### src/rtl/alu_exec_unit.sv
// alu_exec_unit: integer execution unit with a result FIFO feeding the CDB.
// Dispatch lands in stage register S, then is pushed into a circular FIFO
// whose head is broadcast under the CDB grant handshake.
// Optional feature macro: ALU_MUL_EN enables a 4-cycle iterative multiply on
// function 13. When the macro is undefined, function 13 returns 0 in a single cycle.
module alu_exec_unit #(
    parameter int FIFO_DEPTH = 4,
    parameter int ROB_W      = 4
) (
    input  logic             clk_in,
    input  logic             rst_in,
    input  logic             rdy_in,
    input  logic             clr_in,
    input  logic             rs_to_alu_ready,
    input  logic [4:0]       rs_to_alu_op,
    input  logic [31:0]      rs_to_alu_rs1,
    input  logic [31:0]      rs_to_alu_rs2,
    input  logic [31:0]      rs_to_alu_imm,
    input  logic [31:0]      rs_to_alu_PC,
    input  logic [ROB_W-1:0] rs_to_alu_rob_index,
    output logic             alu_full_out,
    output logic             alu_to_rs_ready,
    output logic [31:0]      alu_to_rs_result,
    output logic [ROB_W-1:0] alu_to_rs_rob_index,
    input  logic             cdb_grant_in
);

    localparam int PTR_W = $clog2(FIFO_DEPTH);
    localparam int CNT_W = PTR_W + 1;
    localparam int OCC_W = CNT_W + 1;

    // Stage register S
    logic             s_valid;
    logic [31:0]      s_result;
    logic [ROB_W-1:0] s_rob;

    // Result FIFO
    logic [31:0]      fifo_result [FIFO_DEPTH];
    logic [ROB_W-1:0] fifo_rob    [FIFO_DEPTH];
    logic [PTR_W-1:0] head;
    logic [PTR_W-1:0] tail;
    logic [CNT_W-1:0] count;

    // Multiplier interface (tied off when the multiply is not built)
    logic             mul_busy;
    logic             mul_start;
    logic             mul_push;
    logic [31:0]      mul_sum;
    logic [ROB_W-1:0] mul_rob;

    logic [31:0]      op_b;
    logic [31:0]      alu_res;
    logic [OCC_W-1:0] occupancy;
    logic             accept;
    logic             s_load;
    logic             pop;
    logic             fifo_space;
    logic             s_push;
    logic             push;
    logic [31:0]      push_result;
    logic [ROB_W-1:0] push_rob;

    assign op_b = rs_to_alu_op[4] ? rs_to_alu_imm : rs_to_alu_rs2;

    // Single-cycle function decode on the dispatch bus
    always_comb begin
        alu_res = '0;
        case (rs_to_alu_op[3:0])
            4'd0:  alu_res = rs_to_alu_rs1 + op_b;
            4'd1:  alu_res = rs_to_alu_rs1 - op_b;
            4'd2:  alu_res = rs_to_alu_rs1 & op_b;
            4'd3:  alu_res = rs_to_alu_rs1 | op_b;
            4'd4:  alu_res = rs_to_alu_rs1 ^ op_b;
            4'd5:  alu_res = rs_to_alu_rs1 << op_b[4:0];
            4'd6:  alu_res = rs_to_alu_rs1 >> op_b[4:0];
            4'd7:  alu_res = $signed(rs_to_alu_rs1) >>> op_b[4:0];
            4'd8:  alu_res = {31'd0, $signed(rs_to_alu_rs1) < $signed(op_b)};
            4'd9:  alu_res = {31'd0, rs_to_alu_rs1 < op_b};
            4'd10: alu_res = rs_to_alu_imm;
            4'd11: alu_res = rs_to_alu_PC + rs_to_alu_imm;
            4'd12: alu_res = rs_to_alu_PC + 32'd4;
            default: alu_res = '0;
        endcase
    end

    // Full counts everything already committed to a FIFO slot
    assign occupancy    = OCC_W'(count) + OCC_W'(s_valid) + OCC_W'(mul_busy);
    assign alu_full_out = mul_busy || (occupancy >= OCC_W'(FIFO_DEPTH));

    assign accept     = rs_to_alu_ready && !alu_full_out && rdy_in;
    assign s_load     = accept && !mul_start;
    assign pop        = rdy_in && cdb_grant_in && (count != '0);
    // A full FIFO still accepts a push when the head pops on the same edge
    assign fifo_space = (count < CNT_W'(FIFO_DEPTH)) || pop;
    assign s_push     = s_valid && rdy_in && fifo_space;
    // S and the multiplier are never valid together, so a plain OR is safe
    assign push        = s_push || mul_push;
    assign push_result = mul_push ? mul_sum : s_result;
    assign push_rob    = mul_push ? mul_rob : s_rob;

`ifdef ALU_MUL_EN
    logic [1:0]  mul_cnt;
    logic [31:0] mul_a;
    logic [31:0] mul_b;
    logic [31:0] mul_acc;

    assign mul_start = accept && (rs_to_alu_op[3:0] == 4'd13);
    // One byte of B per cycle; A is pre-shifted so partial products just add
    assign mul_sum   = mul_acc + (mul_a * {24'd0, mul_b[7:0]});
    assign mul_push  = mul_busy && (mul_cnt == 2'd3) && rdy_in && fifo_space;

    // Iterative multiply: three accumulate steps, the fourth pushes the sum
    always_ff @(posedge clk_in or negedge rst_in) begin
        if (!rst_in) begin
            mul_busy <= 1'b0;
            mul_cnt  <= '0;
            mul_a    <= '0;
            mul_b    <= '0;
            mul_acc  <= '0;
            mul_rob  <= '0;
        end else if (clr_in) begin
            mul_busy <= 1'b0;
            mul_cnt  <= '0;
            mul_a    <= '0;
            mul_b    <= '0;
            mul_acc  <= '0;
            mul_rob  <= '0;
        end else if (rdy_in) begin
            if (mul_start) begin
                mul_busy <= 1'b1;
                mul_cnt  <= '0;
                mul_a    <= rs_to_alu_rs1;
                mul_b    <= op_b;
                mul_acc  <= '0;
                mul_rob  <= rs_to_alu_rob_index;
            end else if (mul_busy) begin
                if (mul_cnt != 2'd3) begin
                    mul_cnt <= mul_cnt + 2'd1;
                    mul_a   <= mul_a << 8;
                    mul_b   <= mul_b >> 8;
                    mul_acc <= mul_sum;
                end else if (mul_push) begin
                    mul_busy <= 1'b0;
                end
            end
        end
    end
`else
    assign mul_busy  = 1'b0;
    assign mul_start = 1'b0;
    assign mul_push  = 1'b0;
    assign mul_sum   = '0;
    assign mul_rob   = '0;
`endif

    // Stage register S: holds one computed result until the FIFO takes it
    always_ff @(posedge clk_in or negedge rst_in) begin
        if (!rst_in) begin
            s_valid  <= 1'b0;
            s_result <= '0;
            s_rob    <= '0;
        end else if (clr_in) begin
            s_valid  <= 1'b0;
            s_result <= '0;
            s_rob    <= '0;
        end else if (rdy_in) begin
            if (s_load) begin
                s_valid  <= 1'b1;
                s_result <= alu_res;
                s_rob    <= rs_to_alu_rob_index;
            end else if (s_push) begin
                s_valid <= 1'b0;
            end
        end
    end

    // Circular result FIFO; storage is cleared so the idle head reads zero
    always_ff @(posedge clk_in or negedge rst_in) begin
        if (!rst_in) begin
            head  <= '0;
            tail  <= '0;
            count <= '0;
            for (int i = 0; i < FIFO_DEPTH; i++) begin
                fifo_result[i] <= '0;
                fifo_rob[i]    <= '0;
            end
        end else if (clr_in) begin
            head  <= '0;
            tail  <= '0;
            count <= '0;
            for (int i = 0; i < FIFO_DEPTH; i++) begin
                fifo_result[i] <= '0;
                fifo_rob[i]    <= '0;
            end
        end else if (rdy_in) begin
            if (push) begin
                fifo_result[tail] <= push_result;
                fifo_rob[tail]    <= push_rob;
                tail              <= tail + PTR_W'(1);
            end
            if (pop) begin
                head <= head + PTR_W'(1);
            end
            case ({push, pop})
                2'b10:   count <= count + CNT_W'(1);
                2'b01:   count <= count - CNT_W'(1);
                default: count <= count;
            endcase
        end
    end

    assign alu_to_rs_ready     = (count != '0);
    assign alu_to_rs_result    = fifo_result[head];
    assign alu_to_rs_rob_index = fifo_rob[head];

endmodule

### config.mk
export PLATFORM = sky130hd
export DESIGN_NAME = alu_exec_unit
export DESIGN_NICKNAME = d
export VERILOG_FILES = /design/src/rtl/alu_exec_unit.sv
export SDC_FILE = /design/constraint.sdc
export NUM_CORES = 1
export LEC_CHECK = 0
export CORE_ASPECT_RATIO = 1.25
export CORE_MARGIN = 10
export CORE_UTILIZATION = 30
export CTS_BUF_LIST = sky130_fd_sc_hd__clkbuf_8
export CTS_CLUSTER_SIZE = 16
export DETAILED_ROUTE_END_ITERATION = 8
export PLACE_DENSITY = 0.59
export SYNTH_ARGS = -nofsm -noshare
export SYNTH_HDL_FRONTEND = slang
export SYNTH_SLANG_ARGS = --single-unit
### constraint.sdc
create_clock -name clk_in -period 6.4 [get_ports clk_in]
set_input_delay 0.96 -clock clk_in [delete_from_list [all_inputs] [get_ports clk_in]]
set_output_delay 0.96 -clock clk_in [all_outputs]
set_load 0.01 [all_outputs]
; ---- Word level (Yosys, flattened, before mapping)
; Cells that the tools add are included.
; Widths: inputs -> output; s select.
[word_totals]
register_bits = 188
inputBits = 143
out_inout_bits = 38
word_cells = 113
[classes]
add_sub_neg = 9
n_reduce_logical = 22
magnitude_cmp = 7
bitwise = 5
shift = 3
n_mux = 39
eq_ne = 14
[ops]
columns = op, n
row1 = $pmux 32 s13, 1
row2 = $mux 128, 3
row3 = $mux 32, 7
row4 = $bwmux 128, 1
row5 = $add 32x32->32, 2
row6 = $bmux 32 s2, 1
row7 = $demux 32 s2, 1
row8 = $lt 32x32->1, 2
row9 = $mux 16, 3
row10 = $add 32x3->32 const B, 1
row11 = $and 32x32->32, 1
row12 = $or 32x32->32, 1
row13 = $shl 32x5->32, 1
row14 = $shr 32x5->32, 1
row15 = $sshr 32x5->32, 1
row16 = $sub 32x32->32, 1
row17 = $xor 32x32->32, 1
row18 = $mux 4, 6
row19 = $eq 4x4->1 const B, 5
row20 = $bwmux 16, 1
row21 = $eq 4x3->1 const B, 4
row22 = $mux 2, 6
row23 = $reduce_and 2->1, 5
row24 = $reduce_bool 3->1, 3
row25 = 23 further kinds, 40

; ---- Longest topological paths before layout
; Gate-level depths: netlist (run 1).
[depth]
depth_word = 9
depth_mapped = 17
mapped_depth_nobuf = 13

; ---- Worst setup path before layout (run 1)
; No wires, ideal clock.
[synth_path]
path_kind = input to register
from = input rs_to_alu_op[4]
to = register s_result[31], in the netlist push_result[31]
setup_time_ns = 0.126
cell_stages = 16
t_required_ns = 6.274
t_arrival_ns = 4.865
slack_ns = 1.409
path_cell_list = buf_6 -> mux2i_1 -> clkbuf_1 -> buf_1 -> clkbuf_1 -> ha_1 -> buf_6 -> a21oi_1 -> o211ai_1 -> a31o_2 -> a21oi_1 -> o31ai_2 -> a21boi_0 -> mux2i_1 -> o211ai_1 -> a221o_1
[synth_between]
elab_chain_len = 6
word_cells_on_any_way = 13
[synth_rtl]
columns = element, line
row1 = "start, declared", 15  ; input logic [4:0] rs_to_alu_op,
row2 = $mux 32 (*), 63  ; assign op_b = rs_to_alu_op[4] ? rs_to_alu_imm : rs_to_alu_rs2;
row3 = $sub 32x32->32 (tied with other cells), 70  ; 4'd1: alu_res = rs_to_alu_rs1 - op_b;
row4 = $pmux 32 s13 (*), 68  ; case (rs_to_alu_op[3:0])
row5 = $mux 32 (*), 167  ; if (s_load) begin
row6 = $mux 32 (*), 166  ; end else if (rdy_in) begin
row7 = $mux 32 (*), 162  ; end else if (clr_in) begin
row8 = "end signal, assigned", 169  ; s_result <= alu_res;
row9 = "end, declared", 34  ; logic [31:0] s_result;
; Mark *: on every way between the ends. The rest lies on a longest branch, timed or not. The select of a mux whose other input is x is not followed.
; A chain may end at the register's enable or synchronous reset.

; ---- Worst setup path after layout (run 1)
; Same ends and word-level chain as after synthesis.

==> results of run 1 <==
==> worst max-delay path by stage <==
stage,startpoint,to,cells past startpoint
after floorplan,rs_to_alu_op[4],push_result[31],16
after global placement,rs_to_alu_op[4],push_result[31],13
after detailed placement,rs_to_alu_op[4],push_result[30],13
after CTS,rs_to_alu_op[4],push_result[31],13
after global routing,rs_to_alu_op[4],push_result[31],13
final,rs_to_alu_op[4],push_result[31],13
==> placed cells by master (no fill, tap or decap), drive strengths merged, types with 11 or more instances in the layout <==
cell type / n
inv: 116
mux4: 77
o22ai: 24
a21o: 32
nand2b: 16
buf: 83
clkbuf: 19
nor3: 44
a31oi: 39
xnor2: 38
a221o: 11
nor4: 16
o31ai: 13
o211ai: 44
mux2i: 115
ha: 150
xor2: 25
clkdlybuf4s50: 178
a211oi: 19
o21bai: 17
nand4: 21
a221oi: 35
o21ai: 134
dfrtp: 188
and2: 23
a22o: 152
and3: 22
a21oi: 169
o221ai: 15
nand3: 56
a22oi: 33
nor2: 196
nand2: 191
==> power by group <==
part / switching, mW / internal [mW]
clock: 0.519 / 0.342
sequential: 0.0368 / 1.20
combinational: 1.14 / 0.597
total: 1.70 / 2.14
==> sequential cells by signal, indices dropped and copies added (netlist names) <==
| name | cells |
|---|---|
| push_rob | 4 |
| count | 3 |
| tail | 2 |
| fifo_rob | 16 |
| push_result | 32 |
| s_valid | 1 |
| fifo_result | 128 |
| head | 2 |
==> per-stage QoR <==
stage	cell area, um2	power, mW
2_1_floorplan	20460	2.257
3_3_place_gp	23280	2.940
3_5_place_dp	23280	2.946
4_1_cts	23700	3.803
5_1_grt	23700	4.000
6_report	23700	3.840
==> per-layer routing <==
metal	up-vias	GRT usage, %
li1	9264	-
met1	10720	30.39
met2	1157	42.93
met3	308	4.020
met4	6	18.46
met5	-	0
==> cells by family after synthesis <==
family	synth area share, %
AOI/OAI and AO/OA	30.06
and+or+nand+nor	14.15
buffers and inverters	6.129
muxes	14.39
DFF	23.00
adders and majority gates	9.566
xor gates and xnor gates	2.697
==> worst reg2reg max path, stage by stage (launching register included) <==
cell	delay, ns
dfrtp_1	0.45
nand3_1	0.20
a41oi_4	0.34
buf_4	0.36
a21oi_1	0.25
o221ai_1	0.15
nor3_1	0.90
a31oi_1	0.21
==> final cells by class <==
| class | count | area, um2 | area share [%] |
|---|---|---|---|
| antenna | 1 | 2.502 | 0.01056 |
| multi-input combinational | 1890 | 14640 | 61.78 |
| inverter | 110 | 412.9 | 1.742 |
| clock buffer | 18 | 247.7 | 1.045 |
| clock inverter | 14 | 170.2 | 0.7180 |
| timing repair buffer | 262 | 2429 | 10.25 |
| tap | 872 | 1091 | 4.604 |
| sequential | 188 | 4706 | 19.86 |
==> impl_metrics.yaml, run 1 <==
status:
  outcome: "completed"
logic_synthesis:
  syn_avg_cell_area_um2: 8.649
  seq_area_frac_synth_pct: 23.00
  synth-seq-cells: 188
  synth.net_count: 2662
  ys_types: 108
  synth_most_common_cell: "nor2_1"
  async_reset_ff_share_pct: 100.0
  syn-cell-area_um2: 20460
  netlist_top_cells_area: "dfrtp_1 23%, ha_1 9.2%, mux4_2 8.5%, a22o_1 6.5%, mux2i_1 5.5%"
  synth.top_cells.by_count: "195 x nor2_1, 190 x nand2_1, 188 x dfrtp_1, 169 x a21oi_1, 152 x a22o_1"
  ys_warn_count: 0
  netlist_instances: 2365
  synth_edf_count: 0
  ys.flop_type: "dfrtp_1"
  synth_top_area_share_pct: 23.00
  synth_top_area_cell: "dfrtp_1"
global_routing:
  grt_pass1_vias: 21240
  grt_start_max_net_pins: 139
  grt.total_usage_pct: 26.01
  grt_remaining_overflow: 0
  grt_pass1_wl_um: 152400
  antenna_found_initial: 6
route:
  met3_length_um: 7550
  drtAntennaViolNets: 0
  wl_met2_um: 49700
  drc: 0
  dr.max_layer_used: "met5"
  wire_per_inst_um: 31.50
  wirelength_um: 105700
  first_iter_violations: 2383
  routed_via_density: 6.395
  dr.pass1.iters: 8
  drt-met1-wl_um: 39400
  vias: 21455
timing:
  drv_slew: 0
  setup_violations: 0
  fin_skew_ns: 0.02652
  fin_crit_sh_pct: 76.04
  timing.hold.ws_ns: 0.5104
  max_slew.worst_pin.slew_ns: 1.173
  hold_viol_final: 0
  worst_slack_ns: 1.534
  period_minus_slack_ns: 4.866
  relSlewSlack_pct: 21.80
  fin_tns_setup_ns: 0
  rsz0062_at_grt: "false"
  fmax_mhz: 205.5
floorplanning:
  start_util_pct: 30.14
  die_width_um: 253.6
  rows: 107
  die_h_um: 311.9
  io_pins: 181
  die_area_um2: 79100
  core_area_um2: 67880
setup_path:
  path_max_fanout: 14
  critPathKind: "input pin to flop"
  cp_num_buf_inv: 3
  worst_r2r_path_depth: 7
  critPathTopFamily: "compound AO/OA/AOI/OAI gates"
  r2r_start: "count[0]"
  arrival_ns: 5.32
  worstPathCellList: "buf_2 > buf_4 > mux2i_1 > ha_1 > inv_2 > a21o_1 > a2111oi_0 > a21oi_1 > a22oi_4 > nor3_1 > or4_4 > a211oi_2 > a221o_1"
  critical_path_required_ns: 6.85
  start_kind: "input pin"
  r2r-end: "push_result[21]"
  crit_slowest_cell: "a2111oi_0"
  r2r_setup_slack_ns: 3.38
  end_kind: "flop"
  cp_slowest_stage_delay_ns: 0.67
min_path:
  hold_path_end: "fifo_result[33]"
  hold_class: "flop to flop"
  hold_path_startpoint: "fifo_result[33]"
  holdPathStages: 1
layout:
  final_cell_count_no_fill: 3355
  nets: 2766
  drive_above_1_share_pct: 10.60
  syn_to_final_growth_pct: 15.85
  utilization_pct: 34.91
  n_fill_cell: 7012
placed_design:
  port_buffers: 180
  place_inst: 3322
  hpwlAfterDp_um: 82450
  place_congestion: 1.036
  dp_slack_ns: 1.131
clock_tree:
  cts_hold_buf: 0
  insertion_delay_ns: 0.52
  tritoncts: "done"
  clockBufferDepth: 2
  cts_htree_levels: 4
  cts_inserted_buffers: 17
  postCtsSetupBuffers: 0
  clk_pin_slew_ns: 0.11
  cts_root_buf: "clkbuf_8"
  cts_sinks: 188
  cts_resized: 0
pwr:
  powerDensity_nw_per_um2: 162.0
  vdd_drop_max_mv: 0.1229
  cellLeakagePower_nw: 9.934
job:
  drv_cap: 0
Power figures use the tool's default switching activity.
==> inputs of run 2 (changes only) <==
- clock period: 6.4 -> 4.5 ns (I/O delays scaled with it)
==> impl_metrics.yaml, run 2 (synthesized netlist as in run 1, its figures left out) <==
status:
  outcome: "completed"
setup_path:
  critPathKind: "input pin to flop"
  end_kind: "flop"
  critical_path_required_ns: 4.88
  start_kind: "input pin"
  worst_r2r_path_depth: 10
  path_max_fanout: 4
  arrival_ns: 4.42
floorplanning:
  io_pins: 181
  die_area_um2: 79100
  start_util_pct: 30.14
  rows: 107
  core_area_um2: 67880
  die_h_um: 311.9
  die_width_um: 253.6
global_routing:
  antenna_found_initial: 3
  grt.total_usage_pct: 27.55
  grt_remaining_overflow: 0
  grt_start_max_net_pins: 125
  grt_pass1_vias: 22383
  grt_pass1_wl_um: 159700
clock_tree:
  clk_pin_slew_ns: 0.14
  clockBufferDepth: 2
  insertion_delay_ns: 0.51
  tritoncts: "done"
  cts_hold_buf: 0
  cts_sinks: 188
  cts_htree_levels: 4
  cts_inserted_buffers: 17
  postCtsSetupBuffers: 0
  cts_resized: 0
  cts_root_buf: "clkbuf_8"
layout:
  largest_reg_flops: 128
  utilization_pct: 37.32
  nets: 2966
  largest-register: "fifo_result"
  layout_common_cells: "270 x buf_4, 192 x nor2_1, 190 x nand2_1, 187 x dfrtp_1, 178 x clkdlybuf4s50_1"
  stdcell_area_um2: 25330
  syn_to_final_growth_pct: 23.83
  drive_above_1_share_pct: 17.23
  mostFrequentLayoutCell: "buf_4"
placed_design:
  placed_cell_area_um2: 24900
  hpwlAfterDp_um: 89990
  dp_slack_ns: -0.08608
  port_buffers: 180
  place_congestion: 1.019
route:
  drtAntennaViolNets: 0
  wire_per_inst_um: 31.63
  drc: 0
  vias: 22137
  wirelength_um: 112400
  dr.pass1.iters: 6
  first_iter_violations: 2284
  routed_via_density: 6.227
timing:
  setup_violations: 0
  fin_skew_ns: 0.02990
  period_minus_slack_ns: 4.042
  worst_slack_ns: 0.4581
  drv_slew: 0
  fmax_mhz: 247.4
  max_slew.worst_pin.slew_ns: 1.091
  hold_viol_final: 0
  relSlewSlack_pct: 27.12
  rsz0062_at_grt: "false"
  fin_crit_sh_pct: 89.82
pwr:
  cellLeakagePower_nw: 10.92
  powerDensity_nw_per_um2: 227.2
  p_total_mw: 5.756
  vdd_drop_max_mv: 0.1771
min_path:
  hold_class: "input pin to async pin"
job:
  drv_cap: 0
==> run 2: changes by cell type in the layout (fill, tap and decap cells not counted), moves of 2 or more <==
cell	before	now
inv_6	1	3
inv_12	0	2
clkinv_4	3	1
buf_12	1	12
buf_4	81	270
inv_8	6	3
clkinv_8	2	5
==> run 2: layout make-up <==
| cell class | count | area, um2 |
|---|---|---|
| clock buffers | 17 | 234.0 |
| well taps | 872 | 1091 |
| fillers | 7001 | 42550 |
| multi-input cells | 1890 | 14630 |
| clock inverters | 15 | 190.2 |
| repair buffers | 462 | 4068 |
| flip-flops and latches | 188 | 4706 |
| diodes | 1 | 2.502 |
| inverters | 110 | 412.9 |
==> run 2: path summary, 6_finish.rpt <==
kind / from / endpoint / slack [ns]
worst max-delay path: rs_to_alu_imm[0] / push_result[30] / 0.46
worst min-delay path: rst_in / push_result[5] / 0.32
worst max register to register: count[0] / push_result[29] / 1.51
worst min register to register: fifo_result[90] / fifo_result[90] / 0.51
max in group asynchronous: rst_in / fifo_result[107] / 3.17
min in group clk_in: fifo_result[90] / fifo_result[90] / 0.51
==> run 2: report_power, final <==
| part | leakage, nW | total, mW | switching, mW | internal (mW) |
|---|---|---|---|---|
| clock network | 0.207 | 1.25 | 0.813 | 0.437 |
| logic | 8.10 | 2.74 | 1.69 | 1.05 |
| registers | 2.62 | 1.76 | 0.0519 | 1.71 |
| total | 10.9 | 5.76 | 2.56 | 3.20 |
==> run 2: critical path: stages <==
cell and delay [ns]:
clkdlybuf4s50_1 0.57, mux2i_4 0.11, inv_2 0.10, ha_1 0.19
fa_1 0.22, o21bai_1 0.11, buf_4 0.15, a2111o_1 0.43
a2111oi_2 0.45, nor4b_2 0.10, buf_4 0.16, a31oi_4 0.30
o211ai_4 0.13, a2111o_1 0.37, a211oi_1 0.22, o311ai_1 0.11
==> run 2: layer usage <==
layer	GRT usage [%]	vias up	wire [um]
li1	-	9674	-
met1	31.38	11019	41900
met2	45.49	1140	53140
met3	3.197	302	6268
met4	23.45	2	11110
met5	0	-	19
==> run 2: metrics by stage <==
stage	hold WS [ns]	TNS, ns	cells
2_1_floorplan	0.3794	0	2365
6_report	0.3167	0	3555
3_3_place_gp	0.4821	-0.1763	3522
3_5_place_dp	0.4868	-0.1495	3522
5_1_grt	0.3993	0	3555
4_1_cts	0.3645	0	3554
